`src/rtl/dff_pipeline.sv`:
```
`default_nettype none
// ============================================================================
// Module   : dff_pipeline
// Summary  : DEPTH-stage, WIDTH-bit register delay line. Each stage has a
//            valid bit. The block provides a global stall (EN), a synchronous
//            flush and a registered occupancy counter.
// Options  : Define PIPE_PARITY_EN to add a per-stage even-parity bit and the
//            PAR_OUT port.
// Revision : 1.0 - initial release
// ============================================================================
module dff_pipeline #(
  parameter  int WIDTH = 8,
  parameter  int DEPTH = 4,
  localparam int OCC_W = $clog2(DEPTH + 1)
) (
  input  logic             CLK,
  input  logic             RST,
  input  logic [WIDTH-1:0] D,
  input  logic             VALID_IN,
  input  logic             EN,
  input  logic             FLUSH,
  output logic [WIDTH-1:0] Q,
  output logic             VALID_OUT,
`ifdef PIPE_PARITY_EN
  output logic             PAR_OUT,
`endif
  output logic [OCC_W-1:0] OCCUPANCY
);

  // A zero-length pipeline has no last stage to drive Q from.
  generate
    if (DEPTH < 1) begin : g_bad_depth
      $error("dff_pipeline: DEPTH must be >= 1");
    end
  endgenerate

  logic [WIDTH-1:0] data_q [DEPTH];
  logic [WIDTH-1:0] data_d [DEPTH];
  logic [DEPTH-1:0] valid_q;
  logic [DEPTH-1:0] valid_d;
  logic [OCC_W-1:0] occ_q;
  logic [OCC_W-1:0] occ_d;
`ifdef PIPE_PARITY_EN
  logic [DEPTH-1:0] par_q;
  logic [DEPTH-1:0] par_d;
`endif

  // Next-state logic: flush beats enable, and enable beats hold. Bubbles enter as zero data.
  always_comb begin
    data_d  = data_q;
    valid_d = valid_q;
    occ_d   = occ_q;
`ifdef PIPE_PARITY_EN
    par_d   = par_q;
`endif
    if (FLUSH) begin
      for (int i = 0; i < DEPTH; i++) begin
        data_d[i] = '0;
      end
      valid_d = '0;
      occ_d   = '0;
`ifdef PIPE_PARITY_EN
      par_d   = '0;
`endif
    end else if (EN) begin
      data_d[0]  = VALID_IN ? D : '0;
      valid_d[0] = VALID_IN;
`ifdef PIPE_PARITY_EN
      par_d[0]   = VALID_IN & (^D);
`endif
      for (int i = 1; i < DEPTH; i++) begin
        data_d[i]  = data_q[i-1];
        valid_d[i] = valid_q[i-1];
`ifdef PIPE_PARITY_EN
        par_d[i]   = par_q[i-1];
`endif
      end
      // The counter cannot wrap. A word can only leave when occ_q >= 1, and a
      // word cannot enter a full pipe unless another word leaves at the same time.
      occ_d = occ_q + OCC_W'(VALID_IN) - OCC_W'(valid_q[DEPTH-1]);
    end
  end

  // Stage registers and the occupancy counter, cleared asynchronously.
  always_ff @(posedge CLK or posedge RST) begin
    if (RST) begin
      for (int i = 0; i < DEPTH; i++) begin
        data_q[i] <= '0;
      end
      valid_q <= '0;
      occ_q   <= '0;
`ifdef PIPE_PARITY_EN
      par_q   <= '0;
`endif
    end else begin
      for (int i = 0; i < DEPTH; i++) begin
        data_q[i] <= data_d[i];
      end
      valid_q <= valid_d;
      occ_q   <= occ_d;
`ifdef PIPE_PARITY_EN
      par_q   <= par_d;
`endif
    end
  end

  assign Q         = data_q[DEPTH-1];
  assign VALID_OUT = valid_q[DEPTH-1];
  assign OCCUPANCY = occ_q;
`ifdef PIPE_PARITY_EN
  assign PAR_OUT   = par_q[DEPTH-1];
`endif

endmodule
`default_nettype wire
```
`config.mk`:
```
export PLATFORM = sky130hd
export DESIGN_NAME = dff_pipeline
export DESIGN_NICKNAME = d
export VERILOG_FILES = /design/src/rtl/dff_pipeline.sv
export SDC_FILE = /design/constraint.sdc
export NUM_CORES = 1
export LEC_CHECK = 0
export BUFFER_PORTS_ARGS = -buffer_cell sky130_fd_sc_hd__buf_4
export CORE_UTILIZATION = 25
export CTS_CLUSTER_SIZE = 20
export DETAILED_ROUTE_END_ITERATION = 6
export PLACE_DENSITY_LB_ADDON = 0.3
export RECOVER_POWER = 25
export SYNTH_ARGS = -nofsm -noshare
export SYNTH_HDL_FRONTEND = slang
export SYNTH_SLANG_ARGS = --single-unit
```
`constraint.sdc`:
```
create_clock -name CLK -period 4.15 [get_ports CLK]
set_clock_uncertainty 0.2 [all_clocks]
set_input_delay 0 -clock CLK [delete_from_list [all_inputs] [get_ports CLK]]
set_output_delay 0 -clock CLK [all_outputs]
set_load 0.05 [all_outputs]
```
[Yosys cells after proc, flatten, opt, wreduce, memory -nomap -nowiden]
Index checks and enable logic that the tools add are counted.
Operators by class
  multiplexer cells: 7
  reduce and logical (&&, ||, !) cells: 1
  add/sub/neg operators: 2
Operator list (count)
  32-bit two-way mux: 2
  4-bit two-way mux: 2
  8-bit two-way mux: 1
  3-bit two-way mux: 2
  3-bit by 1-bit adder with 3-bit output: 1
  3-bit by 1-bit subtractor with 3-bit output: 1
  2-bit nonzero test: 1
Word-level totals
  output and inout bits: 12
  bits of input ports: 13
  flip-flop bits (word level): 39
  logic and storage cells: 16

[Logic depth before layout (Yosys ltp)]
Gate-level depths: netlist of the first run.
  word-level depth: 4
  gate-level depth with buffers: 9
  gate-level depth less buffers: 9

[Least setup slack after synthesis of the first run]
Ideal clock, no wire load.
  path type: reg-to-reg
  from: register occ_q[0] (netlist: OCCUPANCY[0])
  to: register occ_q[2] (netlist: OCCUPANCY[2])
  setup time: 0.120 ns
  stages on the path, launching flop included: 10
  arrival: 1.969 ns
  setup slack: 1.861 ns
  data required time: 3.830 ns
  cells stage by stage: dfrtp_1 > inv_1 > ha_1 > inv_1 > ha_1 > inv_1 > fa_1 > xor2_1 > a21oi_1 > a31o_1
Between the ends
  word-level cells in the longest chain between the ends: 4
Ends and longest elaborated chain
  from (decl): line 41  | logic [OCC_W-1:0] occ_q;
  from (signal assigned): line 91  | occ_q <= '0;
  from (signal assigned): line 100  | occ_q <= occ_d;
  3-bit by 1-bit adder with 3-bit output: line 80  | occ_d = occ_q + OCC_W'(VALID_IN) - OCC_W'(valid_q[DEPTH-1]);
  3-bit by 1-bit subtractor with 3-bit output: line 80
  3-bit two-way mux: line 65  | end else if (EN) begin
  3-bit two-way mux: line 56  | if (FLUSH) begin
Every way passes these cells. The select of a mux whose other input is x is not followed.
A chain may end at the register's enable or synchronous reset.

==> flow_summary.yaml, run 1 <==
synth:
  yosys_register_bits: 39
  yosys.area.top_type: "dfrtp_1"
  synth_warnings: 0
  syn_nets: 170
  synth.area.top_cells: "dfrtp_1 56%, mux2i_1 17%, nor2_1 6.7%"
  syn_avg_cell_area_um2: 11.3
  synth_seq_area_share: 0.561
  netlist.area_leader.share: 0.561
  netlist_instances: 154
  ys_types: 15
  syn-cell-area_um2: 1740
finish:
  fin_area_um2: 2250
  diodes: 0
  final_nets: 212
  drive_above_1_share: 0.149
  area_growth_pct: 29.4
floorplan:
  die_area_um2: 7300
  core_um2: 6760
  design.portCount: 25
  die_width_um: 85.4
  rows: 30
  die_h_um: 85.4
  start_util: 0.258
outcome:
  violations: "capacitance limit, slew limit"
  status: "finished, violations left"
power_and_ir_drop:
  p_leak_nw: 1.14
  netSwitchingPower_w: 0.000169
  power_frac_clock: 0.326
  p_comb_frac: 0.120
  p_sw_frac: 0.239
  p_int_w: 0.000540
  power.density_nw_per_um2: 315
  seqPwrFrac: 0.554
  peakVddDrop_mv: 0.168
timing:
  period_share: 0.595
  finalMaxSlewViolations: 40
  setup_violations: 0
  rsz0062_at_grt: "false"
  hold_violations: 0
  tightest_slew_ns: 2.13
  max_freq_mhz: 405
  maxSlewHeadroom: -0.423
  period_needed_ns: 2.47
  finalSetupTns_ns: 0
setup_path:
  arrival_ns: 2.23
  reg2reg_from: "valid_q[3]"
  crit_fanout: 39
  startpoint: "RST"
  reg2reg_to: "OCCUPANCY[2]"
  endpoint_kind: "asynchronous set/reset pin"
  r2r_cells: 8
  crit_end: "data_q[9]"
  start_kind: "input port"
  crit_path_top_delay_cell: "clkbuf_1"
  path_cells: "dlygate4sd3_1 -> clkbuf_4 -> inv_1 -> clkbuf_1"
  rrSetupSlack_ns: 2.07
  crit_type: "in -> async"
  cp.required_ns: 3.91
  crit_path_max_incr_delay_ns: 1.51
clocking:
  cts.path.max_buffers: 2
  cts.htree.levels: 2
  cts_buffers: 5
  clock-sinks: 39
  post_cts_buffers: 0
  path_clk_slew_ns: 0.07
  post_cts_resized: 0
  cts_hold_buf: 28
  clock_latency_ns: 0.28
  cts_tree: "built"
  cts_root_buf: "clkbuf_8"
route:
  drt_first_pass_iters: 4
  drt-total-wl_mm: 3.19
  final_antenna_net_count: 0
  drcViolationCount: 0
  vias_per_cell: 4.27
  wl_per_cell_um: 11.6
  drt_iter0_drc: 70
  num_vias: 1174
global_route:
  grt_usage: 0.100
  antenna_found_initial: 0
  grt_max_degree: 49
  grt_pass1_wl_mm: 5.71
  grt_pass1_vias: 1209
  grt-ovfl-total: 0
placed_design:
  dp_hpwl_mm: 1.73
  place_area_um2: 1900
  place_congestion: 0.627
  portBuffers: 24
min_path:
  min_path_type: "in -> reg"
job:
  maxCapViolations: 1
[metrics by stage]
step | hold WS [ns] | std cells | setup slack, ns | util | total power, W
after global placement | -0.0356 | 241 | 2.11 | 0.282 | 0.000471
after CTS | 0.123 | 275 | 2.05 | 0.334 | 0.000726
after detailed placement | -0.0373 | 241 | 2.07 | 0.282 | 0.000471
after floorplan | -0.0377 | 154 | 1.86 | - | 0.000452
after global routing | 0.157 | 275 | 1.19 | 0.333 | 0.000748
final | 0.130 | 275 | 1.68 | 0.333 | 0.000710
[per-layer routing]
metal	track usage	routed length [um]	vias to the layer above
met2	0.161	1490	24
li1	-	-	580
met5	0	0	-
met3	0.0263	106	6
met1	0.131	1560	564
met4	0.0364	40	0
[worst max-delay path: cells and delay by family]
family / cells / cell delay [ns]
buffers and inverters: 4 / 2.21
[logic make-up after synthesis]
kind of cell	Yosys count	share of synthesized area
buf+inv	23	0.0827
compound gates	10	0.0309
flops	39	0.561
xor+xnor	1	0.00503
mux	30	0.173
fa+ha+maj	3	0.0259
simple gates	48	0.122
[flip-flops by register name, summed over array words and instances, names as in the netlist]
signal and flops:
data_q 24, OCCUPANCY 3, Q 8, valid_q 4
[layout make-up]
cell class | count | area [um^2]
Clock buffer | 6 | 72.6
Fill cell | 714 | 4500
Inverter | 5 | 18.8
Multi-Input combinational cell | 92 | 621
Sequential cell | 39 | 976
Tap cell | 80 | 100
Timing Repair Buffer | 53 | 464
[layout by cell type, fill, tap and decap left out, drive strengths merged]
cell type	Yosys	layout
mux2i	30	30
a21oi	9	9
fa	1	1
xor2	1	1
nand2b	9	9
a31o	1	1
dlygate4sd3	0	28
nand3	8	8
buf	16	23
nor2	31	31
clkbuf	2	8
ha	2	2
inv	5	5
dfrtp	39	39
[how the worst min path moves through the flow]
stage	startpoint	endpoint	slack, ns	depth (start not counted)
2_1_floorplan	D[0]	data_q[24]	-0.04	2
3_3_place_gp	RST	Q[7]	-0.04	3
3_5_place_dp	RST	data_q[23]	-0.04	3
4_1_cts	EN	OCCUPANCY[2]	0.12	2
5_1_grt	EN	data_q[23]	0.16	3
6_report	EN	OCCUPANCY[2]	0.13	2
[cells in the mapped netlist]
master,instances
ha_1,2
mux2i_1,30
clkbuf_1,2
a21oi_1,9
nand2b_1,9
xor2_1,1
dfrtp_1,39
fa_1,1
inv_1,5
nand3_1,8
a31o_1,1
nor2_1,31
buf_4,10
buf_2,4
buf_6,2
[power by group through the flow]
| stage | clock, W | sequential, W | combinational (W) |
|---|---|---|---|
| after floorplan | 0 | 0.000406 | 0.0000453 |
| after global placement | 0 | 0.000401 | 0.0000701 |
| after detailed placement | 0 | 0.000401 | 0.0000703 |
| after CTS | 0.000245 | 0.000393 | 0.0000876 |
| after global routing | 0.000258 | 0.000394 | 0.0000952 |
| final | 0.000231 | 0.000393 | 0.0000853 |
(Power assumes the default switching activity.)
==> run 2, diff against run 1 <==
--- a/config.mk
+++ b/config.mk
@@ -5,6 +5,7 @@
 export SDC_FILE = /design/constraint.sdc
 export NUM_CORES = 1
 export LEC_CHECK = 0
+export ABC_AREA = 1
 export BUFFER_PORTS_ARGS = -buffer_cell sky130_fd_sc_hd__buf_4
 export CORE_UTILIZATION = 25
 export CTS_CLUSTER_SIZE = 20
==> constraint.sdc (replaced) <==
create_clock -name CLK -period 2.3 [get_ports CLK]
set_clock_uncertainty 0.2 [all_clocks]
set_input_delay 0 -clock CLK [delete_from_list [all_inputs] [get_ports CLK]]
set_output_delay 0 -clock CLK [all_outputs]
set_load 0.05 [all_outputs]
==> run 2 against run 1 <==
The run ends with DRC left. Count of clock-buffer cells in the layout increased by 1. Non-clock buffer count decreased by 6. Highest routed layer unchanged. Sequential power increased by 80%. Area after synthesis decreased by 2.2%. Flip-flop and latch count unchanged. Routed wire length increased by 6.5%.
==> flow_summary.yaml, run 2 <==
outcome:
  status: "finished, violations left"
  violations: "DRC"
setup_path:
  crit_path_top_delay_cell: "dlygate4sd3_1"
  cp.required_ns: 2.24
  path_buf_inv: 5
  arrival_ns: 2.01
  start_kind: "input port"
  crit_type: "in -> reg"
  crit_path_max_incr_delay_ns: 0.54
  path_cells: "dlygate4sd3_1 -> buf_4 -> nor2_2 -> dlygate4sd3_1 -> buf_4 -> inv_2 -> o21ai_0"
  rrSetupSlack_ns: 0.40
  r2r_cells: 8
  endpoint_kind: "register"
  crit_fanout: 29
  crit_cells: 7
  path_delay_family: "buffers and inverters"
global_route:
  grt_pass1_vias: 1256
  grt_pass1_wl_mm: 5.89
  antenna_found_initial: 0
  grt_max_degree: 40
  grt-ovfl-total: 0
  grt_usage: 0.107
timing:
  finalSetupTns_ns: 0
  period_needed_ns: 2.07
  tightest_slew_ns: 0.955
  max_freq_mhz: 484
  period_share: 0.899
  finalMaxSlewViolations: 0
  maxSlewHeadroom: 0.363
  hold_violations: 0
  setup_violations: 0
  rsz0062_at_grt: "false"
clocking:
  path_clk_slew_ns: 0.07
  clock-sinks: 39
  cts_root_buf: "clkbuf_8"
  cts.htree.levels: 2
  post_cts_buffers: 0
  post_cts_resized: 0
  clock_latency_ns: 0.29
  cts.path.max_buffers: 2
  cts_hold_buf: 20
  cts_buffers: 5
  cts_tree: "built"
synth:
  synth_warnings: 0
  synth.area.top_cells: "dfrtp_1 57%, inv_1 7.7%, o22ai_2 7.4%"
  synth_seq_area_share: 0.574
  ys_types: 17
  syn_nets: 179
  synthTopCellsByCount: "39 x dfrtp_1, 35 x inv_1, 18 x nand2_1, 18 x o21ai_0"
  yosys.area.top_type: "dfrtp_1"
  syn-cell-area_um2: 1700
  async_flop_share: 1.00
  synth_edf_count: 0
  yosysMostFrequentCell: "dfrtp_1"
  yosys_register_bits: 39
  netlist.area_leader.share: 0.574
  netlist_instances: 163
  synthFlopType: "dfrtp_1"
  syn_avg_cell_area_um2: 10.4
route:
  drt-total-wl_mm: 3.40
  top_layer: "met4"
  drcViolationCount: 4
  drt_iter0_drc: 46
  wl_met3_um: 123
  final_antenna_net_count: 0
  drt_first_pass_iters: 6
  wl_per_cell_um: 12.2
  vias_per_cell: 4.37
  wl_met1_mm: 1.52
  num_vias: 1214
  wl_met2_mm: 1.68
floorplan:
  die_width_um: 84.5
  design.portCount: 25
  start_util: 0.263
  core_um2: 6460
  die_h_um: 84.5
  die_area_um2: 7140
  rows: 29
placed_design:
  dp_hpwl_mm: 2.06
  portBuffers: 24
  place_congestion: 0.742
  dp_cells: 250
finish:
  diodes: 0
  largest_reg_flops: 24
  final_cell_mix: "39 x dfrtp_1, 35 x inv_1, 25 x buf_4"
  layout.cells.non_filler: 278
  nFillCells: 684
  drive_above_1_share: 0.224
  final_common_cell: "dfrtp_1"
  largest-register: "data_q"
  area_growth_pct: 25.9
  final_nets: 216
job:
  maxCapViolations: 0
min_path:
  min_path_type: "in -> reg"
  hold_path_depth: 6
power_and_ir_drop:
  p_leak_nw: 0.951
  peakVddDrop_mv: 0.203
  power.density_nw_per_um2: 601
-- run 2: cell types whose count changed in the layout (fill, tap and decap cells not counted), sizes merged, moves of 18 or more --
| cell | previous run | this run |
|---|---|---|
| inv | 5 | 36 |
| mux2i | 30 | 0 |
| nor2 | 31 | 1 |
| o21ai | 0 | 19 |
| o22ai | 0 | 19 |
| nand2 | 0 | 18 |
-- run 2: cell families (layout without fill, tap and decap cells) --
logic type	count (synthesis)	after routing	share of synthesized area
buffers and inverters	53	91	0.160
flip-flops	39	39	0.574
AO/OA/AOI/OAI	38	38	0.162
AND/OR/NAND/NOR	30	30	0.0772
adder cells (fa/ha/maj)	3	3	0.0265
-- run 2: through the flow --
stage | cell area (um^2) | utilization | hold slack, ns | total power, W | setup WS, ns
global route | 2140 | 0.332 | 0.130 | 0.00135 | 0.100
CTS | 2140 | 0.332 | 0.0777 | 0.00131 | 0.227
finish | 2140 | 0.332 | 0.0609 | 0.00129 | 0.233
detailed placement | 1860 | 0.288 | -0.0380 | 0.000843 | 0.402
floorplan | 1700 | - | -0.0499 | 0.000806 | 0.169
global placement | 1860 | 0.288 | -0.0335 | 0.000842 | 0.451
-- run 2: tightest hold or removal path, stage by stage --
cell and delay (ns):
buf_4 0.09, inv_1 0.03, nand2_1 0.06, inv_1 0.17
nand2_1 0.09, o21ai_0 0.06
-- run 2: final timing paths --
check / endpoint / from
setup / recovery: data_q[26] / EN
hold / removal: valid_q[0] / FLUSH
setup reg to reg: OCCUPANCY[2] / valid_q[3]
hold reg to reg: Q[5] / Q[5]
max in group asynchronous: data_q[26] / RST
min in group asynchronous: Q[7] / RST
-- run 2: final cells by class --
class | instances | area (um^2) | area share
Sequential cell | 39 | 976 | 0.456
Multi-Input combinational cell | 71 | 453 | 0.211
Timing Repair Buffer | 47 | 400 | 0.187
Inverter | 36 | 135 | 0.0631
Tap cell | 77 | 96.3 | 0.0450
Clock buffer | 7 | 76.3 | 0.0356
Clock inverter | 1 | 5.00 | 0.00234
-- run 2: per-layer routing --
layer,vias up,GRT usage
met5,-,0
met4,0,0.0508
met3,8,0.0285
met2,20,0.182
met1,604,0.125
li1,582,-
-- run 2: power by group --
part | switching, W | total [W] | internal [W]
Clock | 0.000229 | 0.000442 | 0.000213
Combinational | 0.0000834 | 0.000139 | 0.0000558
Sequential | 0.00000680 | 0.000707 | 0.000700
Total | 0.000319 | 0.00129 | 0.000969
